**config.mk**
```make
export PLATFORM = sky130hd
export DESIGN_NAME = bus_fabric
export DESIGN_NICKNAME = d
export VERILOG_FILES = /design/src/rtl/bus_fabric.sv
export SDC_FILE = /design/constraint.sdc
export NUM_CORES = 1
export LEC_CHECK = 0
export ABC_AREA = 1
export ABC_CLOCK_PERIOD_IN_PS = 1570
export CELL_PAD_IN_SITES_DETAIL_PLACEMENT = 0
export CELL_PAD_IN_SITES_GLOBAL_PLACEMENT = 1
export CORE_MARGIN = 2
export CORE_UTILIZATION = 26
export DETAILED_ROUTE_END_ITERATION = 7
export PLACE_DENSITY = 0.79
export SYNTH_ARGS = -nofsm -noshare
export SYNTH_HDL_FRONTEND = slang
export SYNTH_SLANG_ARGS = --single-unit
```
**constraint.sdc**
```tcl
create_clock -name clk -period 1.57 [get_ports clk]
set_input_delay 0.314 -clock clk [delete_from_list [all_inputs] [get_ports clk]]
set_output_delay 0.314 -clock clk [all_outputs]
set_load 0.02 [all_outputs]
```
**src/rtl/bus_fabric.sv**
```systemverilog
// Single-master to NSLAVE-slave bus fabric.
// Decodes the master word address against per-slave byte regions, strobes
// the selected slave, waits for its ack with a bounded timeout and returns
// a one-cycle registered response. Unmapped accesses and timeouts give an
// error response and are counted in saturating error statistics.
module bus_fabric #(
    parameter int                   NSLAVE     = 4,
    parameter logic [NSLAVE*32-1:0] SLAVE_BASE = {32'd2048, 32'd1032, 32'd1028, 32'd1024},
    parameter logic [NSLAVE*32-1:0] SLAVE_SIZE = {32'd1024, 32'd4, 32'd4, 32'd4},
    parameter int                   TIMEOUT    = 16,
    parameter logic [31:0]          ERR_DATA   = 32'hDEADBEEF
) (
    input  logic                   clk,
    input  logic                   rst_n,
    input  logic                   m_cyc,
    input  logic                   m_we,
    input  logic [29:0]            m_addr,
    input  logic [3:0]             m_sel,
    input  logic [31:0]            m_wdata,
    output logic [31:0]            m_rdata,
    output logic                   m_ack,
    output logic                   m_err,
    output logic                   s_cyc,
    output logic                   s_we,
    output logic [29:0]            s_addr,
    output logic [3:0]             s_sel,
    output logic [31:0]            s_wdata,
    output logic [NSLAVE-1:0]      s_stb,
    input  logic [NSLAVE-1:0]      s_ack,
    input  logic [NSLAVE*32-1:0]   s_rdata,
    output logic [7:0]             err_count,
    output logic [29:0]            err_addr
);

    localparam int         IDX_W     = (NSLAVE > 1) ? $clog2(NSLAVE) : 1;
    localparam logic [1:0] ST_IDLE   = 2'd0;
    localparam logic [1:0] ST_ACTIVE = 2'd1;
    localparam logic [1:0] ST_RESP   = 2'd2;
    localparam logic [15:0] CNT_LAST = 16'(TIMEOUT - 1);

    // Returns {hit, index}; iterating downwards lets the lowest index win.
    // 33-bit compare keeps regions ending at 4 GiB from wrapping.
    function automatic logic [IDX_W:0] decode(input logic [29:0] addr);
        logic [32:0]    byte_a;
        logic [32:0]    lo;
        logic [32:0]    hi;
        logic [IDX_W:0] res;
        byte_a = {1'b0, addr, 2'b00};
        res    = {(IDX_W + 1){1'b0}};
        for (int i = NSLAVE - 1; i >= 0; i--) begin
            lo = {1'b0, SLAVE_BASE[32*i +: 32]};
            hi = lo + {1'b0, SLAVE_SIZE[32*i +: 32]};
            if ((SLAVE_SIZE[32*i +: 32] != 32'd0) && (byte_a >= lo) && (byte_a < hi)) begin
                res = {1'b1, IDX_W'(i)};
            end else begin
                res = res;
            end
        end
        return res;
    endfunction

    function automatic logic [NSLAVE-1:0] onehot(input logic [IDX_W-1:0] idx);
        logic [NSLAVE-1:0] v;
        v      = {NSLAVE{1'b0}};
        v[idx] = 1'b1;
        return v;
    endfunction

    function automatic logic [7:0] sat_inc(input logic [7:0] v);
        return (v == 8'hFF) ? v : v + 8'd1;
    endfunction

    logic [1:0]       state_r;
    logic [1:0]       state_nxt_s;
    logic [IDX_W-1:0] idx_r;
    logic [IDX_W-1:0] idx_nxt_s;
    logic [15:0]      cnt_r;
    logic [15:0]      cnt_nxt_s;
    logic             err_flag_r;
    logic             err_flag_nxt_s;
    logic             latch_s;
    logic [31:0]      rdata_nxt_s;
    logic [7:0]       err_count_nxt_s;
    logic [29:0]      err_addr_nxt_s;
    logic [IDX_W:0]   dec_s;
    logic             hit_s;
    logic [IDX_W-1:0] hit_idx_s;
    logic             ack_sel_s;
    logic [31:0]      ack_data_s;

    assign dec_s      = decode(m_addr);
    assign hit_s      = dec_s[IDX_W];
    assign hit_idx_s  = dec_s[IDX_W-1:0];
    // Only the latched slave's ack and data are ever looked at.
    assign ack_sel_s  = s_ack[idx_r];
    assign ack_data_s = s_rdata[32*int'(idx_r) +: 32];

    // Next-state, response-data and error-statistics computation.
    always_comb begin
        state_nxt_s     = state_r;
        idx_nxt_s       = idx_r;
        cnt_nxt_s       = cnt_r;
        err_flag_nxt_s  = err_flag_r;
        latch_s         = 1'b0;
        rdata_nxt_s     = m_rdata;
        err_count_nxt_s = err_count;
        err_addr_nxt_s  = err_addr;
        case (state_r)
            ST_IDLE: begin
                cnt_nxt_s = 16'd0;
                if (m_cyc) begin
                    if (hit_s) begin
                        state_nxt_s    = ST_ACTIVE;
                        idx_nxt_s      = hit_idx_s;
                        latch_s        = 1'b1;
                        err_flag_nxt_s = 1'b0;
                    end else begin
                        state_nxt_s     = ST_RESP;
                        err_flag_nxt_s  = 1'b1;
                        rdata_nxt_s     = ERR_DATA;
                        err_count_nxt_s = sat_inc(err_count);
                        err_addr_nxt_s  = m_addr;
                    end
                end else begin
                    err_flag_nxt_s = 1'b0;
                end
            end
            ST_ACTIVE: begin
                // Master withdrawal beats everything; ack beats timeout.
                if (!m_cyc) begin
                    state_nxt_s    = ST_IDLE;
                    cnt_nxt_s      = 16'd0;
                    err_flag_nxt_s = 1'b0;
                end else if (ack_sel_s) begin
                    state_nxt_s    = ST_RESP;
                    err_flag_nxt_s = 1'b0;
                    rdata_nxt_s    = ack_data_s;
                end else if (cnt_r == CNT_LAST) begin
                    state_nxt_s     = ST_RESP;
                    err_flag_nxt_s  = 1'b1;
                    rdata_nxt_s     = ERR_DATA;
                    err_count_nxt_s = sat_inc(err_count);
                    err_addr_nxt_s  = s_addr;
                end else begin
                    cnt_nxt_s = cnt_r + 16'd1;
                end
            end
            ST_RESP: begin
                state_nxt_s    = ST_IDLE;
                err_flag_nxt_s = 1'b0;
            end
            default: begin
                state_nxt_s    = ST_IDLE;
                cnt_nxt_s      = 16'd0;
                err_flag_nxt_s = 1'b0;
            end
        endcase
    end

    // State, latched request and registered bus outputs.
    always_ff @(posedge clk) begin
        if (!rst_n) begin
            state_r    <= ST_IDLE;
            idx_r      <= {IDX_W{1'b0}};
            cnt_r      <= 16'd0;
            err_flag_r <= 1'b0;
            s_we       <= 1'b0;
            s_addr     <= 30'd0;
            s_sel      <= 4'd0;
            s_wdata    <= 32'd0;
            s_cyc      <= 1'b0;
            s_stb      <= {NSLAVE{1'b0}};
            m_ack      <= 1'b0;
            m_err      <= 1'b0;
            m_rdata    <= 32'd0;
            err_count  <= 8'd0;
            err_addr   <= 30'd0;
        end else begin
            state_r    <= state_nxt_s;
            idx_r      <= idx_nxt_s;
            cnt_r      <= cnt_nxt_s;
            err_flag_r <= err_flag_nxt_s;
            if (latch_s) begin
                s_we    <= m_we;
                s_addr  <= m_addr;
                s_sel   <= m_sel;
                s_wdata <= m_wdata;
            end else begin
                s_we    <= s_we;
                s_addr  <= s_addr;
                s_sel   <= s_sel;
                s_wdata <= s_wdata;
            end
            s_cyc     <= (state_nxt_s == ST_ACTIVE);
            s_stb     <= (state_nxt_s == ST_ACTIVE) ? onehot(idx_nxt_s) : {NSLAVE{1'b0}};
            m_ack     <= (state_nxt_s == ST_RESP);
            m_err     <= (state_nxt_s == ST_RESP) && err_flag_nxt_s;
            m_rdata   <= rdata_nxt_s;
            err_count <= err_count_nxt_s;
            err_addr  <= err_addr_nxt_s;
        end
    end

endmodule

```
==> metrics, run 1 <==
EDFF count, synth=0; post-synthesis sequential area ratio=41.0%; Final setup viols=91; Fill cells=3021; YS warnings=0; vias per cell=4.64; number of global-route vias before repair=9808; overall die width=180 um; Main synth FF type=dfxtp_1; critical path type=flip-flop to flip-flop; I/O Buffers=345; Reg2Reg Setup Slack=-0.22 ns; CP required=1.89 ns; Cell Area, Synth=0.00801 sq mm; WL final=34200 um; Nets=1896; Critical R2R Capture=err_count[5]$_SDFFE_PN0P_; FF+latch area=0.00329 sq mm; Top Metal Used=met4; Hold Buf Count CTS=0; share of layout cells above drive strength 1=28.8%; Iter 0 DRT Violations=520; Tcrit/Tclk final=114%; worst reg-to-reg path cell count=14; Slew Viols, Final=0; final hold violation count=0; CP endpoint kind=flip-flop; detailed-route via count=9748; clk slew on worst S/H paths=0.08 ns; share of flip-flops with an asynchronous set or reset=0%; Top-Level Pins=346; FMAX=0.559 GHz; Post-DP HPWL=22300 um; clk_skew=0.0127 ns; worst vdd ir=0.635 mV; hold path start=m_addr[3]; core area=0.0305 sq mm; startpoint types=flip-flop; Synth-to-Final Area Change=86.7%; first-pass GRT wire length=53200 um; # DRC=0; Num CTS Buffers=17; FP Rows=64; total track usage=20.4%; largest net degree at the start of global routing=72; worst slew pin tran=0.529 ns; max cap viols=0; latest clock arrival within the worst-skew pair=0.43 ns; CTS Buffer Depth=2; status=finished, violations left; Post-DRT Antenna Nets=0; Mapped Cells=1231; Hold WC Path Type=input port to flip-flop; Avg WL per Cell=16.3 um; htree depth=4; Post-Route Utilization=49.0%; most frequent cells in the layout=nor2_1, nand2_1, clkdlybuf4s50_1; Placer Congestion=0.832; multi-input combinational cell area=0.00517 sq mm; Pre-antenna DRT Iters=6; fin crit period=1.79 ns; met2 WL=16700 um; CTS sink count=164; Hold Crit Depth=3; Synth Net Count=1435; initial cell density of the core=26.3%; Cell variety after synth=30; power consumption=10.3 mW; Pleak=6.86 nW; initial antenna violation count=2; Syn Area/Cell=6.51 sq um; RSZ-0062 raised after global routing=yes; commonest non-fill, non-tap cell in the layout=nor2_1; PnR worst setup slack=-0.219 ns; failing checks=negative setup slack; Die H=180 um; CTS tree=done; total congestion overflow=0; met3 wire length=2270 um; met1 wire length=14600 um; hold worst-path end=s_addr[3]$_SDFFE_PN0P_; synthesis-stage register bit count=164; setup TNS=-11.92 ns; max_slew headroom=64.7%; CP max FO=10; die area=0.0322 sq mm; Critical Path AT=2.11 ns; worst r2r src=cnt_r[0]$_SDFFE_PN0P_; Root Driver=clkbuf_16; Pwr Density=691 mW/mm^2; worst hold margin=0.119 ns
[synth_stat cells (all sizes together), types with 4 or more instances]
cell / count / area share, %
dfxtp: 164 / 41
buf: 34 / 3.0
inv: 90 / 4.2
nor3: 13 / 0.81
o22ai: 21 / 1.6
nand3: 87 / 5.5
clkbuf: 39 / 1.8
xor2: 5 / 0.55
nand2: 287 / 14
nor2: 287 / 14
xnor2: 4 / 0.44
o221ai: 11 / 1.2
o21ai: 121 / 7.6
nand4: 7 / 0.55
a21oi: 54 / 3.4
[worst max-delay path: stages (launching register included)]
cell     delay, ns
dfxtp_2       0.36
ha_4          0.15
nand2_4       0.05
nor2_4        0.09
inv_2         0.05
nor2_4        0.11
nand2_2       0.08
nand2_2       0.08
nand3_4       0.11
buf_12        0.15
nor2_4        0.11
buf_12        0.14
nand2_8       0.07
nand2_1       0.07
a21oi_1       0.06
[report_power, final]
part	internal (mW)	switching, mW	total (mW)
Clock	2.12	1.99	4.10
Combinational	0.999	0.896	1.90
Sequential	4.27	0.0688	4.34
Total	7.39	2.95	10.3
[timing repair]
| item | CTS | global route |
|---|---|---|
| pin swaps | 99 | 77 |
| cloned | 19 | 5 |
| hold endpoints to repair | 0 | 0 |
| buffers inserted | 48 | 9 |
| setup endpoints to repair | 308 | 157 |
| gates resized for setup | 489 | 156 |
[through the flow]
stage | instance area [sq um] | setup slack (ns) | cells
floorplan | 8060 | -0.0438 | 1231
global placement | 12600 | -0.821 | 2005
detailed placement | 12600 | -0.837 | 2005
CTS | 14600 | -0.254 | 2100
global route | 15000 | -0.332 | 2101
finish | 15000 | -0.219 | 2102
[flip-flops by register name (all words and copies together) (netlist names)]
register / cells
cnt_r: 16
err_addr: 30
err_count: 8
idx_r: 2
m_ack: 1
m_err: 1
m_rdata: 32
s_addr: 30
s_cyc: 1
s_sel: 4
s_stb: 4
s_wdata: 32
s_we: 1
state_r: 2
[kinds of logic (layout without fill, tap and decap cells)]
kind of cell | count (synthesis) | in the layout | share of synthesized area [%]
xor+xnor | 9 | 9 | 0.984
buf+inv | 165 | 636 | 9.13
compound gates | 208 | 208 | 13.9
fa+ha+maj | 2 | 2 | 0.312
simple gates | 683 | 685 | 34.7
other cells | 0 | 2 | 0
flops | 164 | 164 | 41.0
[final cells by class]
type | count | share of cell area, %
multi-input combinational | 904 | 34.6
timing repair buffer | 512 | 33.8
sequential | 164 | 22.0
tap | 396 | 3.31
clock buffer | 18 | 2.94
inverter | 92 | 2.53
clock inverter | 13 | 0.769
timing repair inverter | 1 | 0.0753
antenna | 2 | 0.0335
[routing by layer]
metal / up-vias / track usage, %
met1: 4521 / 25.2
met3: 38 / 5.63
met5: - / 0
li1: 4874 / -
met4: 0 / 5.56
met2: 315 / 34.9
[worst max path at each step]
| stage | slack [ns] | cells after the start | startpoint | to |
|---|---|---|---|---|
| CTS | -0.25 | 14 | cnt_r[1]$_SDFFE_PN0P_ | err_addr[26]$_SDFFE_PN0P_ |
| finish | -0.22 | 14 | cnt_r[0]$_SDFFE_PN0P_ | err_count[5]$_SDFFE_PN0P_ |
| detailed placement | -0.84 | 11 | m_addr[16] | s_stb[0]$_SDFF_PN0_ |
| global route | -0.33 | 14 | cnt_r[0]$_SDFFE_PN0P_ | err_count[0]$_SDFFE_PN0P_ |
| global placement | -0.82 | 11 | m_addr[16] | s_stb[0]$_SDFF_PN0_ |
| floorplan | -0.04 | 13 | m_addr[6] | s_addr[0]$_SDFFE_PN0P_ |
(Power assumes the default switching activity.)
==> run 2: changes to the inputs <==
--- a/config.mk
+++ b/config.mk
@@ -9,6 +9,7 @@
 export ABC_CLOCK_PERIOD_IN_PS = 1570
 export CELL_PAD_IN_SITES_DETAIL_PLACEMENT = 0
 export CELL_PAD_IN_SITES_GLOBAL_PLACEMENT = 1
+export CORE_ASPECT_RATIO = 0.75
 export CORE_MARGIN = 2
 export CORE_UTILIZATION = 26
 export DETAILED_ROUTE_END_ITERATION = 7
==> run 2 against run 1 <==
The flow still finishes with violations (negative setup slack); die area hardly changed; register-to-register slack worse by 0.09 ns; worst hold slack better by 0.093 ns; highest routed layer is now met5.
==> metrics, run 2 (synthesized netlist as in run 1, its figures left out) <==
Synth-to-Final Area Change=93.1%; Critical R2R Capture=s_stb[1]$_SDFF_PN0_; Placer Congestion=0.826 (-0.71%); Pwr Density=703 mW/mm^2 (+1.8%); CP Cell Sequence=ha_4 > nand2_4 > nor2_4 > inv_2 > nor2_4 > nand2_4 > buf_4 > buf_6 > buf_6 > nand4_1 > nand3_1 > nand2_2 > inv_2 > nand2_2 > nor2_1; PnR worst setup slack=-0.313 ns (-0.0932 ns); Nets=1909 (+0.69%); slowest cell on the critical path=dfxtp_2; Slew Viols, Final=0 (unchanged); latest clock arrival within the worst-skew pair=0.45 ns (+0.02 ns); fin crit period=1.88 ns (+0.0932 ns); Pleak=7.15 nW (+4.2%); first-pass GRT wire length=52400 um (-1.6%); Largest regs=m_rdata (32), s_wdata (32); clk_skew=0.0204 ns (+0.00779 ns); worst r2r src=cnt_r[1]$_SDFFE_PN0P_; cell depth of the worst setup path=15 (+1); Num CTS Buffers=17 (unchanged); placed instance count=2018 (+0.65%); vias per cell=4.70 (+1.4%); CTS sink count=164 (unchanged); Avg WL per Cell=17.1 um (+5.4%); Bufs and invs on worst path=5 (+2); detailed-route via count=9957 (+2.1%); FP Rows=55 (-14%); Hold Buf Count CTS=0 (unchanged); total track usage=20.9% (+0.48 points); Hold WC Path Type=input port to flip-flop; status=finished, violations left; Pre-antenna DRT Iters=5 (-1); RSZ-0062 raised after global routing=yes; initial cell density of the core=26.5% (+0.20 points); Layout Cells excl Fill=2118 (+0.76%); hold path start=m_addr[7]; max_slew headroom=71.9% (+7.2 points); clk slew on worst S/H paths=0.07 ns (about the same); CTS tree=done; CP max FO=3 (-7); CP required=1.91 ns (+0.02 ns); commonest non-fill, non-tap cell in the layout=nor2_1; initial antenna violation count=2 (unchanged); Root Driver=clkbuf_16; FMAX=0.531 GHz (-4.9%); I/O Buffers=345 (unchanged); worst vdd ir=0.731 mV (+15%); Post-DP HPWL=24000 um (+7.5%); CP max stage delay=0.36 ns (about the same); CP Launch Point=cnt_r[1]$_SDFFE_PN0P_; Top-Level Pins=346 (unchanged); worst slew pin tran=0.420 ns (-0.109 ns); Final setup viols=120 (+32%); startpoint types=flip-flop; overall die width=207 um (+15%); most frequent cells in the layout=nor2_1, nand2_1, clkdlybuf4s50_1; dpl ws=-0.838 ns (-0.00100 ns); Critical Path AT=2.23 ns (+0.12 ns); largest net degree at the start of global routing=44 (-39%); core area=0.0303 sq mm (-0.75%); htree depth=4 (unchanged); Top delay family on crit path=simple AND/OR/NAND/NOR gates; Worst Setup EP=s_stb[1]$_SDFF_PN0_; Die H=156 um (-13%); final hold violation count=0 (unchanged); CP endpoint kind=flip-flop; Iter 0 DRT Violations=659 (+27%); # DRC=0 (unchanged); CTS Buffer Depth=2 (unchanged); Reg2Reg Setup Slack=-0.31 ns (-0.09 ns); setup TNS=-18.36 ns (-6.44 ns); total congestion overflow=0 (unchanged); Fill cells=2910 (-3.7%); worst reg-to-reg path cell count=15 (+1); WL final=36300 um (+6.2%); critical path type=flip-flop to flip-flop; failing checks=negative setup slack; Post-Route Utilization=51.1% (+2.1 points); max cap viols=0 (unchanged); Post-DRT Antenna Nets=0 (unchanged); die area=0.0323 sq mm (about the same); number of global-route vias before repair=9566 (-2.5%); Tcrit/Tclk final=120% (+5.9 points); share of layout cells above drive strength 1=33.1% (+4.2 points)
-- run 2: changes by cell type in the layout (fill, tap and decap cells not counted), moves of 8 or more --
cell           change
nand2_1           -34
nand2_4           +31
nor2_1            -22
o21ai_2           +13
nor2_2            +12
buf_6             +11
nand3_1           +10
nand3_4           -10
nor2_4            +10
dlygate4sd2_1      -9
o21ai_1            -9
clkbuf_2           +8
-- run 2: worst min-delay path by stage --
stage,to,slack [ns],cells past startpoint
floorplan,cnt_r[15]$_SDFFE_PN0P_,0.46,2
global placement,err_addr[10]$_SDFFE_PN0P_,0.45,2
detailed placement,err_addr[1]$_SDFFE_PN0P_,0.46,2
CTS,s_addr[6]$_SDFFE_PN0P_,0.22,4
global route,s_addr[7]$_SDFFE_PN0P_,0.22,4
finish,s_addr[7]$_SDFFE_PN0P_,0.21,4
-- run 2: repair_timing --
| item | 4_1_cts | 5_1_grt |
|---|---|---|
| pin swaps | 79 | 90 |
| gates resized for setup | 419 | 337 |
| endpoints found under the setup margin | 308 | 169 |
| buffers inserted | 39 | 13 |
| cloned | 13 | 10 |
-- run 2: final cells by class --
| type | instances | area [sq um] | share of cell area (%) |
|---|---|---|---|
| clock buffer | 19 | 433 | 2.80 |
| multi-input combinational | 902 | 5430 | 35.1 |
| sequential | 164 | 3290 | 21.3 |
| clock inverter | 13 | 185 | 1.20 |
| antenna | 1 | 2.50 | 0.0162 |
| tap | 399 | 499 | 3.23 |
| timing repair inverter | 2 | 20.0 | 0.129 |
| timing repair buffer | 526 | 5240 | 33.9 |
| inverter | 92 | 374 | 2.42 |
-- run 2: metrics by stage --
step	total power, mW	hold WS (ns)	cell area (sq um)
after global placement	6.01	0.447	12600
after global routing	11.3	0.219	15500
after floorplan	5.01	0.458	8060
after detailed placement	6.01	0.455	12600
after CTS	10.7	0.215	14300
final	10.9	0.212	15500
-- run 2: layer usage --
layer  part of all wire [%]  global-route usage [%]
met5                  0.030                       0
met4                    1.3                    4.53
met3                    8.8                    7.39
met2                     47                    34.5
met1                     42                    26.2
-- run 2: power breakdown --
part	internal (mW)	switching (mW)	total (mW)
Clock	2.57	1.99	4.56
Combinational	1.03	0.930	1.96
Sequential	4.27	0.0914	4.36
-- run 2: worst reg2reg max path, stage by stage, from the launching register on --
cell and delay (ns):
dfxtp_2 0.36, ha_4 0.15, nand2_4 0.05, nor2_4 0.11, inv_2 0.05, nor2_4 0.11, nand2_4 0.09, buf_4 0.15
buf_6 0.10, buf_6 0.10, nand4_1 0.10, nand3_1 0.13, nand2_2 0.12, inv_2 0.05, nand2_2 0.08, nor2_1 0.05
==> run 3: changes to the inputs <==
--- a/config.mk
+++ b/config.mk
@@ -13,7 +13,9 @@
 export CORE_MARGIN = 2
 export CORE_UTILIZATION = 26
 export DETAILED_ROUTE_END_ITERATION = 7
+export GPL_TIMING_DRIVEN = 0
 export PLACE_DENSITY = 0.79
+export REMOVE_ABC_BUFFERS = 1
 export SYNTH_ARGS = -nofsm -noshare
 export SYNTH_HDL_FRONTEND = slang
 export SYNTH_SLANG_ARGS = --single-unit
==> run 3 against run 2 <==
The flow still finishes with violations (negative setup slack); clock skew decreased by 0.0090 ns; total power fell by 5.4%; combinational power down 11%; die area unchanged; register-to-register slack better by 0.05 ns.
==> metrics, run 3 (synthesized netlist as in run 1, its figures left out) <==
# DRC=0 (unchanged); Hold Buf Count CTS=0 (unchanged); total congestion overflow=0 (unchanged); Top delay family on crit path=simple AND/OR/NAND/NOR gates; setup TNS=-17.94 ns (+0.421 ns); Iter 0 DRT Violations=458 (-31%); Hold WC Path Type=input port to flip-flop; RSZ-0062 raised after global routing=yes; htree depth=4 (unchanged); Post-Route Utilization=48.4% (-2.7 points); FMAX=0.547 GHz (+2.9%); Post-DP HPWL=20900 um (-13%); fin crit period=1.83 ns (-0.0531 ns); Largest regs=m_rdata (32), s_wdata (32); Pwr Density=702 mW/mm^2 (-0.16%); final hold violation count=0 (unchanged); Num CTS Buffers=17 (unchanged); diode count=0 (-1); Tcrit/Tclk final=117% (-3.4 points); Die H=156 um (unchanged); startpoint types=flip-flop; Fill cells=3019 (+3.7%); Bufs and invs on worst path=2 (-3); CP required=1.88 ns (-0.03 ns); FP Rows=55 (unchanged); overall die width=207 um (unchanged); Area after DPL=0.0117 sq mm (-7.5%); status=finished, violations left; I/O Buffers=345 (unchanged); Final setup viols=102 (-15%); slowest cell on the critical path=dfxtp_2; CTS Buffer Depth=2 (unchanged); Placer Congestion=0.810 (-1.9%); PnR worst setup slack=-0.260 ns (+0.0531 ns); Synth-to-Final Area Change=83.0%; CP endpoint kind=flip-flop; largest net degree at the start of global routing=68 (+55%); WL final=38300 um (+5.6%); commonest non-fill, non-tap cell in the layout=nor2_1; clk_skew=0.0114 ns (-0.00900 ns); vias per cell=4.77 (+1.4%); worst hold margin=0.116 ns (-0.0954 ns); worst slew pin tran=0.623 ns (+0.203 ns); failing checks=negative setup slack; CTS tree=done; Root Driver=clkbuf_16; max_slew headroom=58.5% (-13 points); number of global-route vias before repair=9565 (-0.010%); CTS sink count=164 (unchanged); Critical Path AT=2.14 ns (-0.09 ns); CP max stage delay=0.35 ns (about the same); Avg WL per Cell=18.7 um (+9.2%); die area=0.0323 sq mm (unchanged); Post-DRT Antenna Nets=0 (unchanged); initial antenna violation count=0 (-2); detailed-route via count=9762 (-2.0%); Top-Level Pins=346 (unchanged); CP max FO=7 (+4); max cap viols=0 (unchanged); Most common cell on crit path=nand2_4; Nets=1840 (-3.6%); most frequent cells in the layout=nor2_1, nand2_1, clkdlybuf4s50_1; first-pass GRT wire length=54700 um (+4.5%); Reg2Reg Setup Slack=-0.26 ns (+0.05 ns); multi-input combinational cell area=0.00539 sq mm (-0.65%); share of layout cells above drive strength 1=25.4% (-7.7 points); critical path type=flip-flop to flip-flop; fin area=0.0147 sq mm (-5.2%); initial cell density of the core=26.5% (unchanged); FF+latch area=0.00330 sq mm (+0.19%); CP Cell Sequence=ha_4 > nand2_4 > nor2_4 > inv_2 > nor2_4 > nand2_4 > nand2_4 > nand3_4 > buf_12 > nor2_4 > nand2_4 > nand2_1 > a21oi_1; Pre-antenna DRT Iters=5 (unchanged); worst vdd ir=0.753 mV (+3.1%); Slew Viols, Final=0 (unchanged); core area=0.0303 sq mm (unchanged); latest clock arrival within the worst-skew pair=0.43 ns (-0.02 ns); total track usage=22.2% (+1.3 points); Pleak=6.51 nW (-8.8%); clk slew on worst S/H paths=0.07 ns (about the same)
[run 3: changes by cell type in the layout (fill, tap and decap cells not counted), sizes merged, moves of 2 or more]
cell	delta
bufbuf	+4
clkinvlp	+6
dlygate4sd2	+4
buf	-103
clkinv	+3
nand2	+17
clkdlybuf4s15	+2
bufinv	-2
[run 3: power by group]
group	total, mW	switching [mW]	internal (mW)
logic	1.75	0.877	0.869
clock network	4.21	1.90	2.31
registers	4.34	0.0692	4.27
[run 3: worst paths after layout]
check / end / depth (start not counted) / from
setup / recovery: err_count[6]$_SDFFE_PN0P_ / 13 / cnt_r[0]$_SDFFE_PN0P_
hold / removal: s_addr[7]$_SDFFE_PN0P_ / 3 / m_addr[7]
setup reg to reg: err_count[6]$_SDFFE_PN0P_ / 13 / cnt_r[0]$_SDFFE_PN0P_
hold reg to reg: err_addr[27]$_SDFFE_PN0P_ / 2 / err_addr[27]$_SDFFE_PN0P_
[run 3: per-stage QoR]
step                      power, mW  setup WS [ns]  std cells
after floorplan                4.94          -2.16       1158
after global placement         5.86          -5.03       1902
after detailed placement       5.87          -2.75       1907
after CTS                      10.3         -0.268       2017
after global routing           10.8         -0.341       2048
final                          10.3         -0.260       2048
[run 3: final cells by class]
class	instances	share of cell area, %
repair inverters	10	0.759
clock inverters	11	0.794
inverters	92	2.86
flip-flops and latches	164	22.5
well taps	399	3.40
multi-input cells	920	36.8
repair buffers	431	29.8
clock buffers	21	3.14
[run 3: layer usage]
| metal | track usage, % | part of all wire [%] | vias up |
|---|---|---|---|
| met5 | 0 | 0 | - |
| met4 | 4.19 | 1.6 | 0 |
| li1 | - | - | 4790 |
| met1 | 27.4 | 43 | 4623 |
| met2 | 37.8 | 47 | 319 |
| met3 | 7.50 | 8.5 | 30 |
[run 3: what timing repair did]
item | 4_1_cts | 5_1_grt
gates resized for setup | 426 | 234
pin swaps | 47 | 86
gates cloned | 26 | 10
setup endpoints to repair | 308 | 168
setup buffers | 53 | 23
[run 3: worst reg2reg max path: cells and delay by family, from the launching register on]
family                     cells  cell delay (ns)
and+or+nand+nor                9             0.96
DFF                            1             0.35
buffers and inverters          2             0.20
adders and majority gates      1             0.15
AOI/OAI and AO/OA              1             0.06
